==> src/rtl/serial_adder.sv <==
// serial_adder: bit-serial adder/subtractor. It uses one full-adder slice and
// one carry flip-flop, and processes two WIDTH-bit operands LSB-first, one bit
// per clock. Operands arrive through a valid/ready handshake and results leave
// through another. Subtraction is done as A + ~B + 1. The result also reports
// the carry out of the MSB and signed overflow.
module serial_adder #(
  parameter int WIDTH = 8
) (
  input  logic             clk,
  input  logic             rst_n,
  input  logic             in_valid,
  output logic             in_ready,
  input  logic [WIDTH-1:0] in_a,
  input  logic [WIDTH-1:0] in_b,
  input  logic             in_sub,
  output logic             out_valid,
  input  logic             out_ready,
  output logic [WIDTH-1:0] out_sum,
  output logic             out_carry,
  output logic             out_overflow
);

  // The bit counter is at least one bit wide. It stops at LAST_BIT and never wraps.
  localparam int CW = (WIDTH > 2) ? $clog2(WIDTH) : 1;
  localparam logic [CW-1:0] LAST_BIT = CW'(WIDTH - 1);

  typedef enum logic [1:0] {
    IDLE = 2'd0,
    RUN  = 2'd1,
    DONE = 2'd2
  } state_t;

  state_t           state_q;
  state_t           state_d;
  logic [WIDTH-1:0] a_q;
  logic [WIDTH-1:0] b_q;
  logic [WIDTH-1:0] sum_q;
  logic             carry_q;
  logic             msb_cin_q;
  logic [CW-1:0]    cnt_q;

  logic accept;
  logic last_bit;
  logic bit_sum;
  logic bit_carry;

  assign accept    = in_valid && (state_q == IDLE);
  assign last_bit  = (cnt_q == LAST_BIT);

  // The single full-adder slice works on the current LSBs and the stored carry.
  assign bit_sum   = a_q[0] ^ b_q[0] ^ carry_q;
  assign bit_carry = (a_q[0] & b_q[0]) | (a_q[0] & carry_q) | (b_q[0] & carry_q);

  // State register. Reset is asynchronous and forces IDLE.
  // NOTE: sequential state uses non-blocking (<=) so that every flop samples
  // pre-edge values, whatever order the always blocks are evaluated in.
  always_ff @(posedge clk or negedge rst_n) begin
    if (!rst_n) state_q <= IDLE;
    else        state_q <= state_d;
  end

  // Next-state decode for the IDLE -> RUN -> DONE -> IDLE sequence.
  // NOTE: state_d is given a default first, so no path leaves it unassigned
  // and no latch is inferred.
  always_comb begin
    state_d = state_q;
    unique case (state_q)
      IDLE:    if (in_valid)  state_d = RUN;
      RUN:     if (last_bit)  state_d = DONE;
      DONE:    if (out_ready) state_d = IDLE;
      default:                state_d = IDLE;
    endcase
  end

  // Datapath: capture operands on accept, then do one bit per RUN cycle.
  always_ff @(posedge clk or negedge rst_n) begin
    if (!rst_n) begin
      a_q       <= '0;
      b_q       <= '0;
      sum_q     <= '0;
      carry_q   <= 1'b0;
      msb_cin_q <= 1'b0;
      cnt_q     <= '0;
    end else if (accept) begin
      a_q       <= in_a;
      b_q       <= in_sub ? ~in_b : in_b;
      sum_q     <= '0;
      carry_q   <= in_sub;        // the +1 of the two's-complement negation
      msb_cin_q <= 1'b0;
      cnt_q     <= '0;
    end else if (state_q == RUN) begin
      a_q     <= a_q >> 1;
      b_q     <= b_q >> 1;
      sum_q   <= {bit_sum, sum_q[WIDTH-1:1]};
      carry_q <= bit_carry;
      if (last_bit) msb_cin_q <= carry_q;  // carry into the MSB slice
      else          cnt_q     <= cnt_q + CW'(1);
    end
  end

  assign in_ready     = (state_q == IDLE);
  assign out_valid    = (state_q == DONE);
  assign out_sum      = sum_q;
  assign out_carry    = carry_q;
  assign out_overflow = msb_cin_q ^ carry_q;

endmodule
==> config.mk <==
export PLATFORM = sky130hd
export DESIGN_NAME = serial_adder
export DESIGN_NICKNAME = d
export VERILOG_FILES = /design/src/rtl/serial_adder.sv
export SDC_FILE = /design/constraint.sdc
export NUM_CORES = 1
export LEC_CHECK = 0
export CAP_MARGIN = 0
export CORE_MARGIN = 1
export CORE_UTILIZATION = 50
export CTS_CLUSTER_DIAMETER = 80
export CTS_CLUSTER_SIZE = 14
export DETAILED_ROUTE_END_ITERATION = 10
export DONT_BUFFER_PORTS = 1
export GPL_TIMING_DRIVEN = 0
export PLACE_DENSITY = 0.68
export SLEW_MARGIN = 30
export SYNTH_ARGS = -nofsm -noshare
export SYNTH_HDL_FRONTEND = slang
export SYNTH_SLANG_ARGS = --single-unit
==> constraint.sdc <==
create_clock -name clk -period 1.4 [get_ports clk]
set_input_delay 0.28 -clock clk [delete_from_list [all_inputs] [get_ports clk]]
set_output_delay 0.28 -clock clk [all_outputs]
set_load 0.02 [all_outputs]
==> impl_metrics.yaml, run 1 <==
synthesis:
  synth_edf_count: 0
  syn_area_sq_mm: 0.00151
  synth_cells: 145
  ys_seq_area_share_pct: 51.3
  yosysMostFrequentCell: "nand2_1"
  synth-seq-cells: 31
  synthDistinctLibCells: 29
  async_reset_ff_share_pct: 100
  yosysWarnings: 0
  synth_compound_area_share_pct: 10.5
  synth-simple-area-share_pct: 13.8
  synth_top_family_by_area: "simple AND/OR/NAND/NOR gates"
  ys.flop_type: "dfrtp_1"
  synthAdderAreaFrac_pct: 2.98
  synth_xor_xnor_area_share_pct: 5.21
  syn_avg_cell_area_sq_um: 10.4
  yosys.area.top_type_share_pct: 51.3
  yosysTopAreaCell: "dfrtp_1"
  synth_top_cells_by_count: "nand2_1 (34), dfrtp_1 (31), o21ai_0 (15)"
  synth_mux_area_share_pct: 10.1
  synthTopCellsByArea: "dfrtp_1 (51%), mux2i_1 (8.6%), nand2_1 (8.4%)"
  synth_fp_nets: 169
timing:
  layout_setup_ws_ns: -0.0477
  fin_crit_sh_pct: 103
  worst-slew-pin-transition_ns: 0.539
  slew_viol_final: 0
  setup_viol: 3
  timing.fmax_ghz: 0.691
  period_minus_slack_ns: 1.45
  hold_violations: 0
  finClkSkew_ns: 0.00512
  rsz0062_at_grt: "yes"
  tns_ns: -0.0802
  relSlewSlack_pct: 64.1
global_routing:
  antenna_found_initial: 0
  grt_usage_pct: 20.0
  first_global_vias: 1072
  grt_pass1_wl_um: 4870
  overflow: 0
  grt_max_degree: 32
placement:
  dp_hpwl_um: 1850
  placedCellCount: 176
  gp_congestion: 0.703
  port_buffers: 0
  placed_cell_area_sq_mm: 0.00156
pwr:
  pwr-share-seq_pct: 39.0
  p_per_area_mw_per_mm2: 2340
  swShare_pct: 38.4
  p_sw_uw: 1670
  ir_drop_v: 0.000859
  leakagePower_uw: 0.000851
  total_power_uw: 4330
  clkPwrFrac_pct: 12.1
  combPwrFrac_pct: 48.9
  internal-power_uw: 2670
clock_tree:
  path_clk_slew_ns: 0.09
  htree_num_levels: 2
  clock_sinks: 31
  cts_buffer_depth: 2
  clock_latency_ns: 0.33
  cts_tree: "built"
  cts_root_buf: "clkbuf_4"
  numCtsBuffers: 5
routing:
  via_count: 1091
  wl_per_cell_um: 14.6
  drt_iter0_markers: 83
  drt_pass1_iterations: 7
  ant_nets: 0
  avgViaCountPerCell: 5.46
  routed_wl_um: 2930
  drc: 4
critical_path:
  crit_type: "flop to output pin"
  worst_setup_path_end_kind: "output pin"
  cp.required_ns: 1.12
  critical_path.max_fanout: 7
  r2r_slack_ns: -0.02
  r2r_start: "cnt_q[0]$_DFFE_PN0P_"
  arrival_ns: 1.17
  reg2reg_depth: 5
  startpoint_type: "flop"
  regToRegEndpoint: "cnt_q[0]$_DFFE_PN0P_"
min_path:
  hold_path_depth: 1
  holdPathEnd: "state_q[1]$_DFFE_PN0P_"
  min_from: "out_ready"
  hold_path.class: "input port to flop"
die:
  fp.dieArea_sq_mm: 0.00325
  die_x_um: 57.0
  coreArea_sq_mm: 0.00281
  rows: 19
  boundaryPins: 33
  initial_core_util_pct: 53.9
  die_h_um: 57.0
final_layout:
  layout-drive-gt1-share_pct: 28.4
  n_fill_cell: 238
  fin_area_sq_mm: 0.00185
  nNetsFinal: 193
  final_cells: 200
  syn2layout_area_growth_pct: 22.2
  num_antenna_cells: 0
status:
  outcome: "complete, but fails checks"
  failed_checks: "design-rule violations, negative setup slack"
job:
  drv_cap: 0
==> through the flow <==
stage | utilization, % | hold slack, ns | worst slack (ns)
after floorplan | - | -0.0156 | -0.0395
after global placement | 55.8 | -0.0148 | -0.102
after global routing | 65.9 | 0.0424 | -0.102
after detailed placement | 55.8 | -0.0148 | -0.123
final | 65.9 | 0.0387 | -0.0477
after CTS | 62.0 | 0.0412 | -0.0421
==> how the worst max path moves through the flow <==
stage,start,end,slack (ns),cells past startpoint
floorplan,cnt_q[0]$_DFFE_PN0P_,cnt_q[0]$_DFFE_PN0P_,-0.04,5
global placement,cnt_q[0]$_DFFE_PN0P_,cnt_q[0]$_DFFE_PN0P_,-0.10,5
detailed placement,cnt_q[0]$_DFFE_PN0P_,cnt_q[0]$_DFFE_PN0P_,-0.12,5
CTS,state_q[0]$_DFFE_PN0P_,out_valid,-0.04,2
global route,state_q[0]$_DFFE_PN0P_,out_valid,-0.10,2
finish,state_q[0]$_DFFE_PN0P_,out_valid,-0.05,2
==> worst max-delay path: stages, from the launching register on <==
cell and delay (ns):
dfrtp_2 0.47, or2b_1 0.26, inv_2 0.11
==> logic make-up after synthesis <==
group | after synthesis
adders and majority gates | 3
and+or+nand+nor | 44
DFF | 31
muxes | 15
xor gates and xnor gates | 9
buffers and inverters | 14
AOI/OAI and AO/OA | 29
==> metal layers <==
metal / global-route usage, % / vias up / share of wire, %
li1: - / 531 / -
met1: 24.8 / 515 / 43
met2: 31.1 / 37 / 48
met3: 7.48 / 8 / 6.5
met4: 9.06 / 0 / 2.5
met5: 0 / - / 0
==> layout make-up <==
class | instances | area (sq um) | area share, %
plain buffers | 9 | 76.3 | 4.13
clock inverters | 1 | 5.00 | 0.271
inverters | 5 | 18.8 | 1.01
clock buffers | 6 | 51.3 | 2.77
well taps | 31 | 38.8 | 2.10
flip-flops and latches | 31 | 779 | 42.2
repair buffers | 17 | 176 | 9.54
multi-input cells | 100 | 703 | 38.0
==> power by group through the flow <==
stage                     Sequential, uW  Clock [uW]  Combinational [uW]
after floorplan                     1610           0                1320
after global placement              1660           0                1500
after detailed placement            1680           0                1550
after CTS                           1670         539                1780
after global routing                1740         587                2350
final                               1690         524                2120
==> cell usage in the layout (no fill, tap or decap), types with 2 or more instances in the layout <==
cell type,instances
a22o_1,2
buf_12,3
buf_4,13
buf_6,3
clkbuf_2,2
clkbuf_4,6
dfrtp_1,28
dfrtp_2,3
inv_1,3
inv_2,2
mux2_4,2
mux2i_1,13
nand2_1,34
nor3b_4,2
o21ai_0,13
o21ai_1,10
xor2_1,8
==> registers in the layout (all words and copies together) (netlist names) <==
name,flops
msb_cin_q,1
out_sum,8
cnt_q,3
out_carry,1
a_q,8
b_q,8
state_q,2
==> timing repair <==
action                                 CTS  global route
hold buffers                             2             0
resized for setup                       10             7
setup buffers                            8             6
pin swaps                                5             4
setup endpoints to repair               17            17
cloned                                   0             1
endpoints found under the hold margin   31             0
No activity file was read; power rests on OpenSTA's default activity.
==> run 2, diff against run 1 <==
--- a/config.mk
+++ b/config.mk
@@ -14,6 +14,7 @@
 export DONT_BUFFER_PORTS = 1
 export GPL_TIMING_DRIVEN = 0
 export PLACE_DENSITY = 0.68
+export RECOVER_POWER = 100
 export SLEW_MARGIN = 30
 export SYNTH_ARGS = -nofsm -noshare
 export SYNTH_HDL_FRONTEND = slang
==> run 2 against run 1 <==
  * The flow still finishes with violations (design-rule violations, negative setup slack)
  * Sequential share of layout area increased by 0.34 points
  * Non-clock buffer count did not move
  * First-iteration DRC count rose by 13%
  * Global-route usage unchanged
  * Maximum frequency stayed put
  * Via count unchanged
  * Routed wire length about the same
  * Clock-buffer cell count unchanged
  * Total power fell by 0.14%
  * Cell area fell by 0.81%
  * Critical path type unchanged
==> impl_metrics.yaml, run 2 (synthesis results as in run 1) <==
status:
  outcome: "complete, but fails checks"
  failed_checks: "design-rule violations, negative setup slack"
final_layout:
  syn2layout_area_growth_pct: 21.3
  fin_util_pct: 65.4
  nNetsFinal: 193
  final_common_cell: "nand2_1"
  layout_common_cells: "nand2_1 (34), dfrtp_1 (28), mux2i_1 (13), buf_4 (13), o21ai_0 (13)"
  layout-drive-gt1-share_pct: 28.4
  num_antenna_cells: 0
timing:
  hold_violations: 0
  timing.fmax_ghz: 0.691
  rsz0062_at_grt: "yes"
  period_minus_slack_ns: 1.45
  hold_ws_ns: 0.0387
  slew_viol_final: 0
  worst-slew-pin-transition_ns: 0.754
  fin_crit_sh_pct: 103
  relSlewSlack_pct: 49.7
  setup_viol: 3
  finClkSkew_ns: 0.00512
  layout_setup_ws_ns: -0.0477
routing:
  routed_wl_um: 2920
  avgViaCountPerCell: 5.46
  via_count: 1091
  wl_per_cell_um: 14.6
  ant_nets: 0
  drt_pass1_iterations: 7
  drc: 4
  drt_iter0_markers: 94
clock_tree:
  cts_root_buf: "clkbuf_4"
  cts_buffer_depth: 2
  htree_num_levels: 2
  numCtsBuffers: 5
  cts_tree: "built"
  clock_latency_ns: 0.33
  clock_sinks: 31
  path_clk_slew_ns: 0.09
pwr:
  pwr-share-seq_pct: 39.0
  leakagePower_uw: 0.000846
  clkPwrFrac_pct: 12.1
  combPwrFrac_pct: 48.9
  internal-power_uw: 2660
  ir_drop_v: 0.000858
  p_per_area_mw_per_mm2: 2360
  p_sw_uw: 1660
  swShare_pct: 38.5
critical_path:
  worst_setup_path_end_kind: "output pin"
  cp.required_ns: 1.12
  crit_slowest_cell: "dfrtp_2"
  arrival_ns: 1.17
  crit_type: "flop to output pin"
  startpoint_type: "flop"
  crit_family: "flip-flops"
  crit_buf_inv: 1
  cp_cell_sequence: "or2b_1, inv_2"
  worst_path_largest_cell_delay_ns: 0.47
  r2r_slack_ns: -0.02
  critical_path.max_fanout: 7
die:
  die_x_um: 57.0
  coreArea_sq_mm: 0.00281
  die_h_um: 57.0
  boundaryPins: 33
  fp.dieArea_sq_mm: 0.00325
  initial_core_util_pct: 53.9
  rows: 19
global_routing:
  antenna_found_initial: 0
  overflow: 0
  first_global_vias: 1072
  grt_usage_pct: 20.0
  grt_max_degree: 32
  grt_pass1_wl_um: 4870
placement:
  dp_hpwl_um: 1850
  port_buffers: 0
  gp_congestion: 0.703
job:
  drv_cap: 0
min_path:
  hold_path.class: "input port to flop"
## run 2: cell count changes in the layout (fill, tap and decap cells not counted), sizes merged
cell,before,now
clkbuf,11,12
buf,20,19
## run 2: final timing paths
| kind | start | endpoint | depth (start not counted) |
|---|---|---|---|
| hold reg to reg | b_q[7]$_DFFE_PN0P_ | b_q[7]$_DFFE_PN0P_ | 2 |
| max in group asynchronous | rst_n | out_carry$_DFFE_PN0P_ | 2 |
| setup reg to reg | cnt_q[0]$_DFFE_PN0P_ | cnt_q[0]$_DFFE_PN0P_ | 5 |
| setup / recovery | state_q[0]$_DFFE_PN0P_ | out_valid | 2 |
| hold / removal | out_ready | state_q[1]$_DFFE_PN0P_ | 1 |
| min in group asynchronous | rst_n | a_q[3]$_DFFE_PN0P_ | 2 |
## run 2: layout make-up
type	count	area, sq um
fill	240	971
sequential	31	779
multi-input combinational	100	703
timing repair buffer	17	161
buffer	9	76.3
clock buffer	6	51.3
tap	31	38.8
inverter	5	18.8
clock inverter	1	5.00
## run 2: worst register-to-register path, stage by stage, from the launching register on
cell	delay (ns)
dfrtp_1	0.40
ha_2	0.19
ha_4	0.16
nor3b_4	0.21
nor2_2	0.09
mux2_4	0.26
## run 2: through the flow
step	setup TNS [ns]	std cells	setup slack (ns)	power (uW)	area, sq um
3_5_place_dp	-0.286	176	-0.123	3230	1560
5_1_grt	-0.412	200	-0.102	4670	1830
3_3_place_gp	-0.151	176	-0.102	3160	1560
4_1_cts	-0.0617	193	-0.0421	4000	1740
2_1_floorplan	-0.0395	145	-0.0395	2930	1530
6_report	-0.0802	200	-0.0477	4330	1830
## run 2: repair_timing
item / in CTS / in global routing
cloned: 0 / 1
resized for setup: 10 / 7
buffers inserted: 8 / 6
setup endpoints to repair: 17 / 17
endpoints found under the hold margin: 31 / 0
hold buffers: 2 / 0
pin swaps: 5 / 4
## run 2: power groups by stage
stage          registers, uW  logic [uW]  clock network, uW
3_3_place_gp            1660        1500                  0
2_1_floorplan           1610        1320                  0
5_1_grt                 1740        2340                587
4_1_cts                 1670        1780                539
3_5_place_dp            1680        1550                  0
6_report                1690        2110                524
## run 2: metal layers
layer	global-route usage (%)	share of wire, %	wire length, um	up-vias
met5	0	0	0	-
met4	9.06	2.5	72	0
met3	7.48	6.5	189	8
met2	31.1	48	1400	37
met1	24.8	43	1260	515
li1	-	-	-	531
==> run 3, diff against run 2 <==
--- a/config.mk
+++ b/config.mk
@@ -13,7 +13,7 @@
 export DETAILED_ROUTE_END_ITERATION = 10
 export DONT_BUFFER_PORTS = 1
 export GPL_TIMING_DRIVEN = 0
-export PLACE_DENSITY = 0.68
+export PLACE_DENSITY_LB_ADDON = 0.3
 export RECOVER_POWER = 100
 export SLEW_MARGIN = 30
 export SYNTH_ARGS = -nofsm -noshare
==> run 3 against run 2 <==
  * The run ends with negative setup slack left
  * Critical path depth unchanged
  * Via count down 2.6%
  * First-iteration DRC count down 45%
  * Sequential power about the same
  * Largest cell class unchanged
  * Largest power group unchanged
==> impl_metrics.yaml, run 3 (synthesis results as in run 1) <==
status:
  outcome: "complete, but fails checks"
  failed_checks: "negative setup slack"
die:
  rows: 19
  initial_core_util_pct: 53.9
  fp.dieArea_sq_mm: 0.00325
  boundaryPins: 33
  coreArea_sq_mm: 0.00281
  die_h_um: 57.0
  die_x_um: 57.0
critical_path:
  arrival_ns: 1.17
  crit_type: "flop to output pin"
  regToRegEndpoint: "cnt_q[0]$_DFFE_PN0P_"
  reg2reg_depth: 5
  r2r_slack_ns: -0.02
  startpoint_type: "flop"
  cp.required_ns: 1.12
  worst_setup_path_end_kind: "output pin"
  r2r_start: "cnt_q[1]$_DFFE_PN0P_"
  critical_path.max_fanout: 7
clock_tree:
  htree_num_levels: 2
  path_clk_slew_ns: 0.09
  clock_latency_ns: 0.33
  cts_buffer_depth: 2
  cts_tree: "built"
  clock_sinks: 31
  cts_root_buf: "clkbuf_4"
  numCtsBuffers: 5
pwr:
  ir_drop_v: 0.000872
  swShare_pct: 40.0
  clkPwrFrac_pct: 12.4
  internal-power_uw: 2410
  p_per_area_mw_per_mm2: 2300
  leakagePower_uw: 0.000798
  pwr-share-seq_pct: 42.2
  p_sw_uw: 1610
  combPwrFrac_pct: 45.4
routing:
  via_count: 1063
  drt_pass1_iterations: 5
  avgViaCountPerCell: 5.42
  ant_nets: 0
  drc: 0
  routed_wl_um: 2880
  wl_per_cell_um: 14.7
  drt_iter0_markers: 52
min_path:
  hold_path_depth: 1
  hold_path.class: "input port to flop"
  min_from: "out_ready"
  holdPathEnd: "state_q[1]$_DFFE_PN0P_"
final_layout:
  fin_area_sq_mm: 0.00174
  final_common_cell: "nand2_1"
  n_fill_cell: 249
  fin_util_pct: 62.2
  nNetsFinal: 188
  num_antenna_cells: 0
  syn2layout_area_growth_pct: 15.3
  layout_common_cells: "nand2_1 (34), dfrtp_1 (28), o21ai_0 (14)"
  layout-drive-gt1-share_pct: 24.2
global_routing:
  grt_max_degree: 32
  grt_usage_pct: 20.0
  grt_pass1_wl_um: 4810
  overflow: 0
  first_global_vias: 1081
  antenna_found_initial: 0
timing:
  setup_viol: 3
  layout_setup_ws_ns: -0.0487
  hold_violations: 0
  rsz0062_at_grt: "yes"
  fin_crit_sh_pct: 103
  relSlewSlack_pct: 49.3
  slew_viol_final: 0
  timing.fmax_ghz: 0.690
  finClkSkew_ns: 0.00954
  hold_ws_ns: 0.0444
  tns_ns: -0.0741
  period_minus_slack_ns: 1.45
  worst-slew-pin-transition_ns: 0.760
placement:
  port_buffers: 0
  dp_hpwl_um: 1960
  gp_congestion: 0.747
  placed_cell_area_sq_mm: 0.00156
job:
  drv_cap: 0
-- run 3: through the flow --
step | std cells | setup WS, ns | power [uW]
2_1_floorplan | 145 | -0.0395 | 2930
3_3_place_gp | 176 | -0.0866 | 3140
3_5_place_dp | 176 | -0.105 | 3230
4_1_cts | 194 | -0.0595 | 4010
5_1_grt | 196 | -0.108 | 4340
6_report | 196 | -0.0487 | 4020
-- run 3: worst max path at each step --
stage	startpoint	endpoint	slack, ns	cells past startpoint
4_1_cts	state_q[1]$_DFFE_PN0P_	out_valid	-0.06	2
5_1_grt	state_q[1]$_DFFE_PN0P_	out_valid	-0.11	2
6_report	state_q[1]$_DFFE_PN0P_	out_valid	-0.05	2
3_5_place_dp	cnt_q[0]$_DFFE_PN0P_	cnt_q[0]$_DFFE_PN0P_	-0.11	5
2_1_floorplan	cnt_q[0]$_DFFE_PN0P_	cnt_q[0]$_DFFE_PN0P_	-0.04	5
3_3_place_gp	cnt_q[0]$_DFFE_PN0P_	cnt_q[0]$_DFFE_PN0P_	-0.09	5
-- run 3: repair_timing --
action | 4_1_cts | 5_1_grt
gates cloned | 0 | 0
hold buffers | 2 | 0
buffers inserted | 8 | 3
hold endpoints to repair | 31 | 0
setup endpoints to repair | 7 | 32
pin swaps | 3 | 4
resized for setup | 11 | 6
-- run 3: layout make-up --
| type | instances | area (sq um) | area share [%] |
|---|---|---|---|
| clock inverters | 1 | 5.00 | 0.287 |
| inverters | 5 | 18.8 | 1.08 |
| multi-input cells | 100 | 701 | 40.2 |
| plain buffers | 9 | 66.3 | 3.80 |
| flip-flops and latches | 31 | 779 | 44.7 |
| well taps | 31 | 38.8 | 2.22 |
| clock buffers | 7 | 45.0 | 2.58 |
| repair buffers | 12 | 90.1 | 5.17 |
-- run 3: critical path: stages, from the launching register on --
cell and delay (ns):
dfrtp_2 0.46, or2b_1 0.27, inv_2 0.11
-- run 3: per-layer routing --
layer	wire (um)	track usage [%]	up-vias	share of wire, %
li1	-	-	521	-
met4	26	5.23	0	0.90
met5	0	0	-	0
met2	1480	35.8	25	51
met1	1250	22.7	513	43
met3	130	7.03	4	4.5
-- run 3: power by group through the flow --
| stage | Clock (uW) | Combinational (uW) | Sequential (uW) |
|---|---|---|---|
| after floorplan | 0 | 1320 | 1610 |
| after global placement | 0 | 1490 | 1650 |
| after detailed placement | 0 | 1550 | 1680 |
| after CTS | 500 | 1830 | 1680 |
| after global routing | 535 | 2060 | 1740 |
| final | 500 | 1820 | 1700 |
